<file path="src/rtl/mem_port_arbiter.sv">
// Shares one main-memory word port between I-cache refills and D-cache refills/write-backs,
// sequencing each line as a fixed-length burst and raising the pipeline-wide cache stall.
module mem_port_arbiter #(
  parameter int ADDR_WIDTH = 32,
  parameter int DATA_WIDTH = 32,
  parameter int LINE_WORDS = 4
) (
  input  logic                  clk,
  input  logic                  rst,
  input  logic                  ic_req_i,
  input  logic [ADDR_WIDTH-1:0] ic_addr_i,
  output logic [DATA_WIDTH-1:0] ic_rdata_o,
  output logic                  ic_rvalid_o,
  output logic                  ic_done_o,
  input  logic                  dc_req_i,
  input  logic                  dc_we_i,
  input  logic [ADDR_WIDTH-1:0] dc_addr_i,
  input  logic [DATA_WIDTH-1:0] dc_wdata_i,
  output logic                  dc_wnext_o,
  output logic [DATA_WIDTH-1:0] dc_rdata_o,
  output logic                  dc_rvalid_o,
  output logic                  dc_done_o,
  output logic                  mem_req_o,
  output logic                  mem_we_o,
  output logic [ADDR_WIDTH-1:0] mem_addr_o,
  output logic [DATA_WIDTH-1:0] mem_wdata_o,
  input  logic                  mem_ack_i,
  input  logic [DATA_WIDTH-1:0] mem_rdata_i,
  output logic                  cache_stall_o
);

  localparam int BEAT_W = $clog2(LINE_WORDS);
  localparam int BYTE_W = $clog2(DATA_WIDTH / 8);
  localparam int OFF_W  = BEAT_W + BYTE_W;
  localparam logic [ADDR_WIDTH-1:0] LINE_MASK = ~ADDR_WIDTH'((1 << OFF_W) - 1);
  localparam logic [BEAT_W-1:0]     LAST_BEAT = BEAT_W'(LINE_WORDS - 1);

  typedef enum logic [1:0] {IDLE, BURST, DONE} state_t;
  typedef enum logic {OWN_I, OWN_D} owner_t;

  state_t                state, state_next;
  owner_t                owner, last_owner, grant;
  logic [BEAT_W-1:0]     beat;
  logic [ADDR_WIDTH-1:0] base;
  logic                  we;
  logic [ADDR_WIDTH-1:0] grant_addr;

  // Round robin on a tie: the side that did not own the last burst wins.
  always_comb begin
    if (ic_req_i && dc_req_i) grant = (last_owner == OWN_I) ? OWN_D : OWN_I;
    else if (dc_req_i)        grant = OWN_D;
    else                      grant = OWN_I;
    grant_addr = (grant == OWN_D) ? dc_addr_i : ic_addr_i;
  end

  // NOTE: sequential state uses non-blocking assignments so every register samples pre-edge values.
  always_ff @(posedge clk or posedge rst) begin
    if (rst) begin
      state      <= IDLE;
      owner      <= OWN_I;
      last_owner <= OWN_I;
      beat       <= '0;
      base       <= '0;
      we         <= 1'b0;
    end else begin
      state <= state_next;
      case (state)
        IDLE: if (ic_req_i || dc_req_i) begin
          owner      <= grant;
          last_owner <= grant;
          beat       <= '0;
          base       <= grant_addr & LINE_MASK;
          we         <= (grant == OWN_D) && dc_we_i;
        end
        BURST: if (mem_ack_i) beat <= beat + 1'b1;
        default: ;
      endcase
    end
  end

  always_comb begin
    // NOTE: every combinational output is defaulted first so no branch can infer a latch.
    state_next    = state;
    mem_req_o     = 1'b0;
    mem_we_o      = 1'b0;
    mem_addr_o    = '0;
    mem_wdata_o   = '0;
    ic_rdata_o    = '0;
    ic_rvalid_o   = 1'b0;
    ic_done_o     = 1'b0;
    dc_rdata_o    = '0;
    dc_rvalid_o   = 1'b0;
    dc_wnext_o    = 1'b0;
    dc_done_o     = 1'b0;
    cache_stall_o = 1'b0;
    case (state)
      IDLE: if (ic_req_i || dc_req_i) begin
        state_next    = BURST;
        cache_stall_o = 1'b1;
      end
      BURST: begin
        cache_stall_o = 1'b1;
        mem_req_o     = 1'b1;
        mem_we_o      = (owner == OWN_D) && we;
        mem_addr_o    = base + (ADDR_WIDTH'(beat) << BYTE_W);
        mem_wdata_o   = dc_wdata_i;
        if (mem_ack_i) begin
          if (owner == OWN_I) begin
            ic_rvalid_o = 1'b1;
            ic_rdata_o  = mem_rdata_i;
          end else if (we) begin
            dc_wnext_o = 1'b1;
          end else begin
            dc_rvalid_o = 1'b1;
            dc_rdata_o  = mem_rdata_i;
          end
          if (beat == LAST_BEAT) state_next = DONE;
        end
      end
      DONE: begin
        state_next = IDLE;
        if (owner == OWN_I) begin
          ic_done_o     = 1'b1;
          cache_stall_o = dc_req_i;
        end else begin
          dc_done_o     = 1'b1;
          cache_stall_o = ic_req_i;
        end
      end
      default: state_next = IDLE;
    endcase
  end

endmodule
</file>
<file path="config.mk">
export PLATFORM = sky130hd
export DESIGN_NAME = mem_port_arbiter
export DESIGN_NICKNAME = d
export VERILOG_FILES = /design/src/rtl/mem_port_arbiter.sv
export SDC_FILE = /design/constraint.sdc
export NUM_CORES = 1
export LEC_CHECK = 0
export BUFFER_PORTS_ARGS = -buffer_cell sky130_fd_sc_hd__buf_4
export CORE_AREA = 10 10 97 99
export CTS_BUF_LIST = sky130_fd_sc_hd__clkbuf_8
export CTS_CLUSTER_SIZE = 10
export DETAILED_ROUTE_END_ITERATION = 16
export DIE_AREA = 0 0 107 109
export MAX_ROUTING_LAYER = met4
export PLACE_DENSITY = 0.9
export SYNTH_ARGS = -nofsm -noshare
export SYNTH_HDL_FRONTEND = slang
export SYNTH_SLANG_ARGS = --single-unit
</file>
<file path="constraint.sdc">
create_clock -name clk -period 4.4 [get_ports clk]
set_clock_uncertainty 0.1 [all_clocks]
set_input_delay 0.66 -clock clk [delete_from_list [all_inputs] [get_ports clk]]
set_output_delay 0.66 -clock clk [all_outputs]
set_load 0.005 [all_outputs]
</file>
==> flow_metrics.py <==
metrics = {
    "setup_path": {
        "startpoint_type": "flip-flop",
        "rr_worst_depth": 4,
        "r2r_end": "base[20]",
        "worstSetupEndpointType": "output port",
        "cp.arrival_ns": 2.30,
        "crit_path_max_fanout": 36,
        "crit_type": "flip-flop to output port",
        "cp-startpoint": "state[0]",
        "cp_cell_sequence": "and2b_1, buf_4, and2_1, buf_4",
        "critPathMostFrequentCell": "buf_4",
        "regToRegSetupSlack_ns": 2.05,
        "crit_slowest_cell": "and2b_1",
        "r2r_start": "state[0]",
        "worstPathRequired_ns": 3.64,
        "crit_end": "mem_wdata_o[13]",
        "max_stage_delay_ns": 0.74,
    },
    "drt": {
        "routed_wl_um": 12200,
        "vias": 3176,
        "drtAntennaViolNets": 0,
        "drt_iter0_drc": 120,
        "wl_per_cell_um": 18.0,
        "drtPass1Iterations": 4,
        "avgViaCountPerCell": 4.67,
        "drc": 0,
    },
    "pwr": {
        "clkPwrFrac": 0.104,
        "p_sw_uw": 976,
        "p_per_area_nw_per_um2": 550,
        "p_comb_frac": 0.674,
        "power.internal_mw": 1.57,
        "seq_power_share": 0.221,
        "p_leak_nw": 2.40,
        "netSwitchingFraction": 0.383,
        "ir_drop_mv": 0.257,
    },
    "finish": {
        "nets": 711,
        "finalNonFillerCells": 680,
        "drive_above_1_share": 0.484,
        "nFillCells": 646,
        "syn2layout_area_growth_pct": 81.6,
    },
    "synthesis": {
        "yosysTopAreaCell": "dfrtp_1",
        "yosysUniqueCellTypes": 31,
        "avgSynthCellArea_um2": 7.59,
        "postSynthCellCount": 336,
        "syn-cell-area_um2": 2550,
        "netlist_top_cells_area": "dfrtp_1 (33%), and2_1 (31%), nand2_1 (8.2%), a31oi_1 (6.9%), a21oi_1 (5.7%)",
        "synth_seq_cells": 34,
        "yosysSeqAreaShare": 0.334,
        "yosys-top-cells-count": "and2_1 (127), nand2_1 (56), dfrtp_1 (34), a21oi_1 (29), a31oi_1 (28)",
        "ys.flop_type": "dfrtp_1",
        "async_flop_share": 1.00,
        "synth_top_area_frac": 0.334,
        "synth_edf_count": 0,
        "synth.most_common_cell": "and2_1",
        "yosys_warnings": 0,
    },
    "grt": {
        "grt-ovfl-total": 0,
        "grt_usage": 0.200,
        "antenna_found_initial": 1,
        "grt_pass1_vias": 3213,
        "grt_max_degree": 37,
        "grt_pass1_wl_um": 17900,
    },
    "floorplan": {
        "die_h_um": 109,
        "ioPinCount": 270,
        "initial_core_util": 0.339,
        "die_width_um": 107,
        "rows": 32,
        "coreArea_um2": 7530,
        "floorplan.die_area_um2": 11700,
    },
    "timing": {
        "fmax_ghz": 0.327,
        "rsz0062_at_grt": "false",
        "setup_violations": 0,
        "tightest_slew_ns": 1.05,
        "final.setup.tns_ns": 0,
        "relSlewSlack": 0.300,
        "fin_crit_ns": 3.06,
        "fin_hold_ws_ns": 0.381,
        "slew_viol_final": 0,
        "hold_violations": 0,
        "period_share": 0.696,
    },
    "clock_tree": {
        "h-tree-depth": 2,
        "cts_tree": "built",
        "insertion_delay_ns": 0.28,
        "cts_hold_buffers": 0,
        "clk_pin_slew_worst_paths_ns": 0.07,
        "cts.sinks": 34,
        "cts_resized": 0,
        "cts_buffer_depth": 2,
        "cts_setup_buffers": 0,
        "cts-buffers-inserted": 5,
        "root_buffer": "clkbuf_8",
    },
    "run_status": {
        "status": "finished, final reports clean",
    },
    "placement": {
        "dp_cells": 671,
        "io_buffers": 259,
        "hpwl_um": 10200,
        "place_congestion": 0.978,
    },
    "hold_path": {
        "hp-class": "input port to async pin",
    },
    "flow_run": {
        "max_cap_viol_count": 0,
    },
}
flip-flops by register name, indices dropped and copies added, names as in the netlist:
register and count:
base 28, beat 2, state 2, last_owner 1, we 1
cell families after synthesis:
| group | after synthesis | synth area share |
|---|---|---|
| simple gates | 198 | 0.435 |
| buf+inv | 35 | 0.0672 |
| fa+ha+maj | 1 | 0.00491 |
| other cells | 1 | 0.00147 |
| compound gates | 66 | 0.154 |
| flops | 34 | 0.334 |
| mux | 1 | 0.00393 |
worst max-delay path: cells and delay by family, from the launching register on:
family | cells | cell delay, ns
buf+inv | 2 | 0.53
simple gates | 2 | 0.93
flops | 1 | 0.56
layer usage:
metal / wire (um) / track usage
met4: 168 / 0.0474
met5: 0 / -
met1: 4370 / 0.203
met3: 1080 / 0.0708
met2: 6590 / 0.361
placed cells by master, fill, tap and decap left out, types with 2 or more instances in the layout:
master    count
a21oi_1      29
a31oi_1      28
and2_1      127
and3_1        2
buf_4       264
clkbuf_8      8
conb_1        2
dfrtp_1      34
inv_1         2
nand2_1      56
nor2_1        3
nor2_2        2
nor3b_1       2
final cells by class:
| type | instances | area (um2) | area share |
|---|---|---|---|
| timing repair buffer | 264 | 1980 | 0.428 |
| sequential | 34 | 851 | 0.184 |
| multi-input combinational | 268 | 1550 | 0.334 |
| tap | 102 | 128 | 0.0276 |
| inverter | 3 | 11.3 | 0.00243 |
| clock buffer | 8 | 110 | 0.0238 |
| antenna | 1 | 2.50 | 0.000541 |
power by group through the flow:
stage          clock [mW]  sequential (mW)  combinational, mW
2_1_floorplan           0            0.530              0.830
3_3_place_gp            0            0.557               1.70
3_5_place_dp            0            0.566               1.74
4_1_cts             0.275            0.562               1.75
5_1_grt             0.291            0.587               1.88
6_report            0.266            0.564               1.72
metrics by stage:
step                      worst slack [ns]   util  instance area, um2  power, mW
after floorplan                       2.36      -                2550       1.36
after global placement                1.74  0.599                4510       2.26
after detailed placement              1.65  0.599                4510       2.31
after CTS                             1.33  0.614                4620       2.58
after global routing                  1.17  0.615                4630       2.76
final                                 1.34  0.615                4630       2.55
how the worst min path moves through the flow:
stage / from / slack (ns) / to
floorplan: beat[1] / 0.38 / beat[1]
global placement: beat[1] / 0.40 / beat[1]
detailed placement: beat[1] / 0.41 / beat[1]
CTS: rst / 0.38 / state[1]
global route: rst / 0.41 / base[8]
finish: rst / 0.38 / base[9]
No activity file was read; power rests on OpenSTA's default activity.
